**src/rtl/ace_line_port_if.sv**
```systemverilog
// rtl/ace_line_port_if.sv - ACE AR/R/AW/W/B channel bundle between the line port and the interconnect
interface ace_line_port_if #(
    parameter int ADDR_WIDTH = 32,
    parameter int DATA_WIDTH = 32
);
    logic [ADDR_WIDTH-1:0] araddr;
    logic [3:0]            arsnoop;
    logic                  arvalid;
    logic                  arready;
    logic [DATA_WIDTH-1:0] rdata;
    logic                  rlast;
    logic                  rvalid;
    logic                  rready;
    logic                  rack;
    logic [ADDR_WIDTH-1:0] awaddr;
    logic                  awvalid;
    logic                  awready;
    logic [DATA_WIDTH-1:0] wdata;
    logic                  wlast;
    logic                  wvalid;
    logic                  wready;
    logic                  bvalid;
    logic                  bready;
    logic                  wack;

    // R data goes straight into the cache datapath; the port only sequences the R flow control.
    modport master (
        output araddr, arsnoop, arvalid, rready, rack,
        output awaddr, awvalid, wdata, wlast, wvalid, bready, wack,
        input  arready, rlast, rvalid, awready, wready, bvalid
    );

    modport slave (
        input  araddr, arsnoop, arvalid, rready, rack,
        input  awaddr, awvalid, wdata, wlast, wvalid, bready, wack,
        output arready, rdata, rlast, rvalid, awready, wready, bvalid
    );
endinterface

```
**src/rtl/ace_line_port.sv**
```systemverilog
// rtl/ace_line_port.sv - ACE line engine: ReadShared fill, WriteBack eviction, MakeUnique invalidate
module ace_line_port #(
    parameter int ADDR_WIDTH = 32,
    parameter int DATA_WIDTH = 32,
    parameter int LINE_WORDS = 4
) (
    input  logic                          clk,
    input  logic                          reset,
    input  logic                          read_req,
    input  logic                          write_req,
    input  logic                          invalid_req,
    input  logic [ADDR_WIDTH-1:0]         req_addr,
    output logic                          ace_ready,
    output logic                          fill_we,
    output logic [$clog2(LINE_WORDS)-1:0] fill_idx,
    output logic [$clog2(LINE_WORDS)-1:0] wb_idx,
    input  logic [DATA_WIDTH-1:0]         wb_data,
    ace_line_port_if.master               ace
);
    localparam int IDX_W = $clog2(LINE_WORDS);
    localparam int OFF_W = $clog2(DATA_WIDTH / 8 * LINE_WORDS);
    localparam logic [IDX_W-1:0]      LAST_IDX  = IDX_W'(LINE_WORDS - 1);
    localparam logic [ADDR_WIDTH-1:0] LINE_MASK = ~((ADDR_WIDTH'(1) << OFF_W) - ADDR_WIDTH'(1));
    localparam logic [3:0] SNOOP_READ_SHARED = 4'b0001;
    localparam logic [3:0] SNOOP_MAKE_UNIQUE = 4'b1100;

    typedef enum logic [2:0] {IDLE, AR_SEND, R_RECV, AW_SEND, W_SEND, B_WAIT, DONE} state_t;
    typedef enum logic [1:0] {KIND_FILL, KIND_INVAL, KIND_WB} kind_t;

    state_t                state, state_nxt;
    kind_t                 kind;
    logic [ADDR_WIDTH-1:0] line_addr;
    logic [3:0]            snoop;
    logic [IDX_W-1:0]      beat;
    logic                  accept;
    logic                  r_beat;
    logic                  w_beat;

    assign accept = (state == IDLE) && (write_req || invalid_req || read_req);
    assign r_beat = (state == R_RECV) && ace.rvalid;
    assign w_beat = (state == W_SEND) && ace.wready;

    always_ff @(posedge clk or negedge reset) begin
        if (!reset) state <= IDLE;
        else        state <= state_nxt;
    end

    always_comb begin
        state_nxt   = state;
        ace_ready   = 1'b0;
        fill_we     = 1'b0;
        ace.arvalid = 1'b0;
        ace.rready  = 1'b0;
        ace.rack    = 1'b0;
        ace.awvalid = 1'b0;
        ace.wvalid  = 1'b0;
        ace.wlast   = 1'b0;
        ace.bready  = 1'b0;
        ace.wack    = 1'b0;
        case (state)
            IDLE: begin
                if (write_req)                    state_nxt = AW_SEND;
                else if (invalid_req || read_req) state_nxt = AR_SEND;
            end
            AR_SEND: begin
                ace.arvalid = 1'b1;
                if (ace.arready) state_nxt = R_RECV;
            end
            R_RECV: begin
                ace.rready = 1'b1;
                fill_we    = ace.rvalid && (kind == KIND_FILL);
                if (ace.rvalid && ace.rlast) state_nxt = DONE;
            end
            AW_SEND: begin
                ace.awvalid = 1'b1;
                if (ace.awready) state_nxt = W_SEND;
            end
            W_SEND: begin
                ace.wvalid = 1'b1;
                ace.wlast  = (beat == LAST_IDX);
                if (ace.wready && beat == LAST_IDX) state_nxt = B_WAIT;
            end
            B_WAIT: begin
                ace.bready = 1'b1;
                if (ace.bvalid) state_nxt = DONE;
            end
            DONE: begin
                ace_ready = 1'b1;
                ace.rack  = (kind != KIND_WB);
                ace.wack  = (kind == KIND_WB);
                state_nxt = IDLE;
            end
            default: state_nxt = IDLE;
        endcase
    end

    // Beat count wraps naturally at LINE_WORDS, so a late rlast keeps overwriting from index 0.
    always_ff @(posedge clk or negedge reset) begin
        if (!reset) begin
            kind      <= KIND_FILL;
            line_addr <= '0;
            snoop     <= '0;
            beat      <= '0;
        end else if (accept) begin
            line_addr <= req_addr & LINE_MASK;
            beat      <= '0;
            if (write_req) begin
                kind  <= KIND_WB;
                snoop <= '0;
            end else if (invalid_req) begin
                kind  <= KIND_INVAL;
                snoop <= SNOOP_MAKE_UNIQUE;
            end else begin
                kind  <= KIND_FILL;
                snoop <= SNOOP_READ_SHARED;
            end
        end else if (r_beat || w_beat) begin
            beat <= beat + IDX_W'(1);
        end else if (state == DONE) begin
            beat <= '0;
        end
    end

    assign ace.araddr  = line_addr;
    assign ace.awaddr  = line_addr;
    assign ace.arsnoop = snoop;
    assign ace.wdata   = wb_data;
    assign fill_idx    = beat;
    assign wb_idx      = beat;
endmodule

```
**src/flat_wrapper.sv**
```systemverilog
// flat-port wrapper written by rule: the top's interface ports become plain ports
module ace_line_port_flat 
#(
    parameter int ADDR_WIDTH = 32,
    parameter int DATA_WIDTH = 32,
    parameter int LINE_WORDS = 4
)
  (clk, reset, read_req, write_req, invalid_req, req_addr, ace_ready, fill_we, fill_idx, wb_idx, wb_data, ace_araddr, ace_arsnoop, ace_arvalid, ace_rready, ace_rack, ace_awaddr, ace_awvalid, ace_wdata, ace_wlast, ace_wvalid, ace_bready, ace_wack, ace_arready, ace_rlast, ace_rvalid, ace_awready, ace_wready, ace_bvalid);
  ace_line_port_if #(.ADDR_WIDTH(ADDR_WIDTH), .DATA_WIDTH(DATA_WIDTH)) ace_i ();
  input  logic clk;
  input  logic reset;
  input  logic read_req;
  input  logic write_req;
  input  logic invalid_req;
  input  logic [ADDR_WIDTH-1:0] req_addr;
  output logic ace_ready;
  output logic fill_we;
  output logic [$clog2(LINE_WORDS)-1:0] fill_idx;
  output logic [$clog2(LINE_WORDS)-1:0] wb_idx;
  input  logic [DATA_WIDTH-1:0] wb_data;
  output wire logic [$bits(ace_i.araddr)-1:0] ace_araddr;
  output wire logic [$bits(ace_i.arsnoop)-1:0] ace_arsnoop;
  output wire logic [$bits(ace_i.arvalid)-1:0] ace_arvalid;
  output wire logic [$bits(ace_i.rready)-1:0] ace_rready;
  output wire logic [$bits(ace_i.rack)-1:0] ace_rack;
  output wire logic [$bits(ace_i.awaddr)-1:0] ace_awaddr;
  output wire logic [$bits(ace_i.awvalid)-1:0] ace_awvalid;
  output wire logic [$bits(ace_i.wdata)-1:0] ace_wdata;
  output wire logic [$bits(ace_i.wlast)-1:0] ace_wlast;
  output wire logic [$bits(ace_i.wvalid)-1:0] ace_wvalid;
  output wire logic [$bits(ace_i.bready)-1:0] ace_bready;
  output wire logic [$bits(ace_i.wack)-1:0] ace_wack;
  input wire logic [$bits(ace_i.arready)-1:0] ace_arready;
  input wire logic [$bits(ace_i.rlast)-1:0] ace_rlast;
  input wire logic [$bits(ace_i.rvalid)-1:0] ace_rvalid;
  input wire logic [$bits(ace_i.awready)-1:0] ace_awready;
  input wire logic [$bits(ace_i.wready)-1:0] ace_wready;
  input wire logic [$bits(ace_i.bvalid)-1:0] ace_bvalid;
  assign ace_araddr = ace_i.araddr;
  assign ace_arsnoop = ace_i.arsnoop;
  assign ace_arvalid = ace_i.arvalid;
  assign ace_rready = ace_i.rready;
  assign ace_rack = ace_i.rack;
  assign ace_awaddr = ace_i.awaddr;
  assign ace_awvalid = ace_i.awvalid;
  assign ace_wdata = ace_i.wdata;
  assign ace_wlast = ace_i.wlast;
  assign ace_wvalid = ace_i.wvalid;
  assign ace_bready = ace_i.bready;
  assign ace_wack = ace_i.wack;
  assign ace_i.arready = ace_arready;
  assign ace_i.rlast = ace_rlast;
  assign ace_i.rvalid = ace_rvalid;
  assign ace_i.awready = ace_awready;
  assign ace_i.wready = ace_wready;
  assign ace_i.bvalid = ace_bvalid;
  ace_line_port #(.ADDR_WIDTH(ADDR_WIDTH), .DATA_WIDTH(DATA_WIDTH), .LINE_WORDS(LINE_WORDS)) u_core (.clk(clk), .reset(reset), .read_req(read_req), .write_req(write_req), .invalid_req(invalid_req), .req_addr(req_addr), .ace_ready(ace_ready), .fill_we(fill_we), .fill_idx(fill_idx), .wb_idx(wb_idx), .wb_data(wb_data), .ace(ace_i));
endmodule
```
**config.mk**
```make
export PLATFORM = sky130hd
export DESIGN_NAME = ace_line_port_flat
export DESIGN_NICKNAME = d
export VERILOG_FILES = /design/src/rtl/ace_line_port_if.sv /design/src/rtl/ace_line_port.sv /design/src/flat_wrapper.sv
export SDC_FILE = /design/constraint.sdc
export NUM_CORES = 1
export LEC_CHECK = 0
export BUFFER_PORTS_ARGS = -buffer_cell sky130_fd_sc_hd__buf_2
export CAP_MARGIN = 30
export CORE_AREA = 5 5 85 87
export CTS_BUF_LIST = sky130_fd_sc_hd__clkbuf_4
export DETAILED_ROUTE_END_ITERATION = 12
export DIE_AREA = 0 0 90 92
export PLACE_DENSITY = 0.76
export SETUP_SLACK_MARGIN = 0.15
export SLEW_MARGIN = 30
export SYNTH_ARGS = -nofsm -noshare
export SYNTH_HDL_FRONTEND = slang
export SYNTH_SLANG_ARGS = --single-unit
```
**constraint.sdc**
```tcl
create_clock -name clk -period 1.5 [get_ports clk]
set_input_delay 0.45 -clock clk [delete_from_list [all_inputs] [get_ports clk]]
set_output_delay 0.45 -clock clk [all_outputs]
set_load 0.005 [all_outputs]
```
# Word level (Yosys, flattened, before mapping)
# Cells that the tools add are included.
# word_totals
ff_bits	39
inputBits	75
out_inout_bits	114
elab_cells	60
# op_classes
addsub	1
n_eq_ne	15
muxes	25
reduce_logical	14
# ops
cell	count
3-bit two-way mux	7
3-bit one-hot mux with 6 select lines	1
2-bit != test, second input constant	6
1-bit two-way mux	11
3-bit equality test, second input constant	3
2-bit two-way mux	4
4-bit two-way mux	2
3-bit by 2-bit equality test with 1-bit output, second input constant	2
1-bit logical AND	6
6-bit AND reduction	1
2-bit equality test, second input constant	2
1-bit logical OR	4
3-bit by 1-bit equality test with 1-bit output, second input constant	1
3-bit logical NOT	1
3-bit != test, second input constant	1
3-bit nonzero test	1
2-bit by 1-bit adder with 2-bit output, second input constant	1
2-bit logical NOT	1

# Longest topological paths before layout
# logic_depth
ltp_word	5
ltp_mapped	6

# Least setup slack after synthesis
# Ideal clock, no wire load.
# synth_path
path_kind	register to register
startpoint	register u_core.state[1]
endpoint	register u_core.line_addr[27], in the netlist u_core.ace.araddr[27]
setup_time_ns	0.125
t_arrival_ns	1.453
t_required_ns	1.375
slack_ns	-0.078
stages_incl_launch_ff	6
period_less_slack_ns	1.578
cell_sequence	dfrtp_1 buf_6 nor3_4 and2b_4 buf_4 mux2_2
# synth_via
elab_chain_cells	2
# synth_lines
element	line_no	rtl
from (decl)	ace_line_port.sv:30	state_t state, state_nxt;
from (signal assigned)	ace_line_port.sv:45	else state <= state_nxt;
3-bit logical NOT	ace_line_port.sv:39	assign accept = (state == IDLE) && (write_req || invalid_req || read_req);
1-bit logical AND	ace_line_port.sv:39	
to (signal assigned)	ace_line_port.sv:105	line_addr <= req_addr & LINE_MASK;
to (decl)	ace_line_port.sv:32	logic [ADDR_WIDTH-1:0] line_addr;
# No other way between the ends.
# A chain may end at the register's enable or synchronous reset.

# Worst setup path in the final report
# layout_path
startpoint	register u_core.state[2]
endpoint	output port ace_wack
# layout_via
elab_chain_cells	2
# layout_lines
element	line_no	rtl
3-bit equality test	ace_line_port.sv:60	case (state)
1-bit two-way mux	ace_line_port.sv:60	
to (decl)	flat_wrapper.sv:32	output wire logic [$bits(ace_i.wack)-1:0] ace_wack;
# No other way between the ends.

==> results.toml <==
[global_route]
grt_pass1_vias = 1754
overflow = 0
grt_start_max_net_pins = 21
grt_pass1_wl_um = 8670
antenna_found_initial = 0
grt_usage = 0.128

[sta]
slew_headroom = 0.610
hold_ws_ps = 55.3
hold_violations = 0
finClkSkew_ps = 8.74
tightest_slew_ps = 581
fmax_ghz = 0.517
rsz0062_at_grt = "true"
min_period_ps = 1940
drv_slew = 0
setup_slack_ps = -436
fin_crit_sh = 1.29
setup_viol = 43

[final_layout]
finish.net_count = 377
stdcell_count = 379
regArea_um2 = 905
multiInputGateArea_um2 = 878
post-route-util = 0.510
drive_above_1_share = 0.775
antenna_cells = 0
nFillCells = 561
area_growth_pct = 49.1

[setup_path]
startpoint_type = "flip-flop"
crit_slowest_cell = "dfrtp_1"
slowest_delay_ps = 450
rr_worst_depth = 8
required_ps = 1050
r2r_end = "u_core.ace.araddr[24]$_DFFE_PN0P_"
crit-reg2reg-launch = "u_core.state[1]$_DFFE_PN0P_"
crit_path_end_kind = "output pin"
rrSetupSlack_ps = -290
worstPathArrival_ps = 1490
crit_fanout = 3
worstPathCellList = "inv_2 > or3_4 > nor3_4 > buf_2"
crit_type = "reg -> out"

[floorplanning]
std_cell_rows = 29
die_x_um = 90
io_pins = 189
dieHeight_um = 92
core_um2 = 6280
die_area_um2 = 8280
start_util = 0.342

[yosys]
synth_top_area_cell = "dfrtp_1"
synth_edf_count = 0
syn_area_um2 = 2150
synth_area_leaders = "dfrtp_1, buf_4, mux2_2, nor3_1, buf_6"
syn-mean-instance-area_um2 = 11.0
ys_ff_latch = 36
synth_ff_type = "dfrtp_1"
yosysMostFrequentCell = "buf_4"
synthTopCellsByCount = "buf_4, dfrtp_1, mux2_2"
synth-async-reset-ratio = 1.00
synth_top_area_share = 0.419
synth_cells = 195
synth_warnings = 0
ys_seq_area_frac = 0.419
netlist-cell-type-count = 35

[cts]
clock_path_buffers = 2
tritoncts = "yes"
clkTransAtPathRegs_ps = 120
clk_latency_ps = 330
h-tree-depth = 2
hold_buffers = 0
root_buffer = "clkbuf_4"
cts.sinks = 36
numCtsBuffers = 5

[job]
maxCapViolCount = 0

[power_and_ir_drop]
combPwrFrac = 0.682
p_int_mw = 4.85
ir_drop_mv = 1.12
power.leakage_nw = 1.69
sw_frac_of_total = 0.347
pwr-share-seq = 0.247
powerDensity_nw_per_um2 = 2310
power.share.clock = 0.071
p_switching_mw = 2.57

[route]
avgRoutedWirePerCell_um = 16.0
viasPerCell = 4.63
wirelength_um = 6080
ant_nets = 0
drtIter0Drc = 24
drt_pass1_iterations = 4
dr_total_vias = 1755
post-route-drc-count = 0

[placed_design]
dp.cells = 331
place.gp.congestion = 0.801
hpwl_um = 3900
port_buffers = 111

[outcome]
violations = "negative setup slack"
outcome = "complete, but fails checks"

[hold_path]
min_path_type = "in -> async"
power groups by stage:
| stage | clock network (mW) | logic [mW] | registers, mW |
|---|---|---|---|
| final | 0.524 | 5.06 | 1.83 |
| after global routing | 0.600 | 5.40 | 1.91 |
| after CTS | 0.565 | 4.23 | 1.82 |
| after detailed placement | 0 | 3.04 | 1.88 |
| after global placement | 0 | 2.97 | 1.84 |
| after floorplan | 0 | 2.37 | 1.88 |
repair_timing:
action | CTS | global route
endpoints found under the setup margin | 79 | 109
hold endpoints to repair | 0 | 0
resized for setup | 42 | 29
gates cloned | 2 | 1
pin swaps | 3 | 16
setup buffers | 21 | 16
worst max-delay path: cells and delay by family, from the launching register on:
kind / cells / cell delay [ps]
and+or+nand+nor: 2 / 500
DFF: 1 / 450
buffers and inverters: 2 / 200
final cells by class:
cell class,count,share of cell area
clock buffers,5,0.0117
clock inverters,3,0.00586
repair buffers,169,0.389
flip-flops and latches,36,0.282
inverters,6,0.00742
multi-input cells,83,0.274
well taps,77,0.0301
flip-flops by register name, summed over array words and instances (netlist names):
register,count
u_core.ace.arsnoop,1
u_core.kind,2
u_core.state,3
u_core.fill_idx,2
u_core.ace.araddr,28
through the flow:
step	TNS, ps	total power [mW]	worst slack, ps	instance area, µm²
4_1_cts	-10720	6.62	-428	2910
6_report	-11720	7.42	-436	3200
5_1_grt	-13260	7.90	-506	3200
3_3_place_gp	-6700	4.81	-240	2450
3_5_place_dp	-7150	4.92	-266	2450
2_1_floorplan	0	4.25	0.494	2280
logic make-up after synthesis:
family                     share of synthesized area
and+or+nand+nor                               0.0821
adders and majority gates                    0.00582
DFF                                            0.419
AOI/OAI and AO/OA                             0.0378
other                                        0.00174
muxes                                          0.159
buffers and inverters                          0.295
how the worst max path moves through the flow:
stage,startpoint,to,slack [ps],cells after the start
after global routing,u_core.state[2]$_DFFE_PN0P_,ace_wack,-510,4
after detailed placement,write_req,u_core.ace.araddr[4]$_DFFE_PN0P_,-270,4
after CTS,u_core.state[0]$_DFFE_PN0P_,ace_wack,-430,3
final,u_core.state[2]$_DFFE_PN0P_,ace_wack,-440,4
after global placement,write_req,u_core.ace.araddr[5]$_DFFE_PN0P_,-240,4
after floorplan,u_core.state[1]$_DFFE_PN0P_,u_core.ace.araddr[27]$_DFFE_PN0P_,0.5,5
cell usage in the layout (no fill, tap or decap), drive strengths merged:
cell type,instances
nor2,3
nor3b,1
nor3,7
a2bb2oi,1
nand3,1
clkinv,4
o22ai,1
a21oi,4
a22oi,1
nand3b,3
nand2,6
a22o,1
inv,5
o21ai,3
o211ai,1
dfrtp,36
ha,1
o21a,1
and4,1
and2,1
and3,2
clkbuf,6
nand4,1
conb,9
or3,1
nor2b,1
buf,168
mux2,30
and2b,2
routing by layer:
layer	routed length, µm	share of wire	global-route usage
met5	0	0	0
met4	150	0.025	0.0484
met3	595	0.098	0.0483
met2	3110	0.51	0.226
met1	2220	0.36	0.140
(Power assumes the default switching activity.)
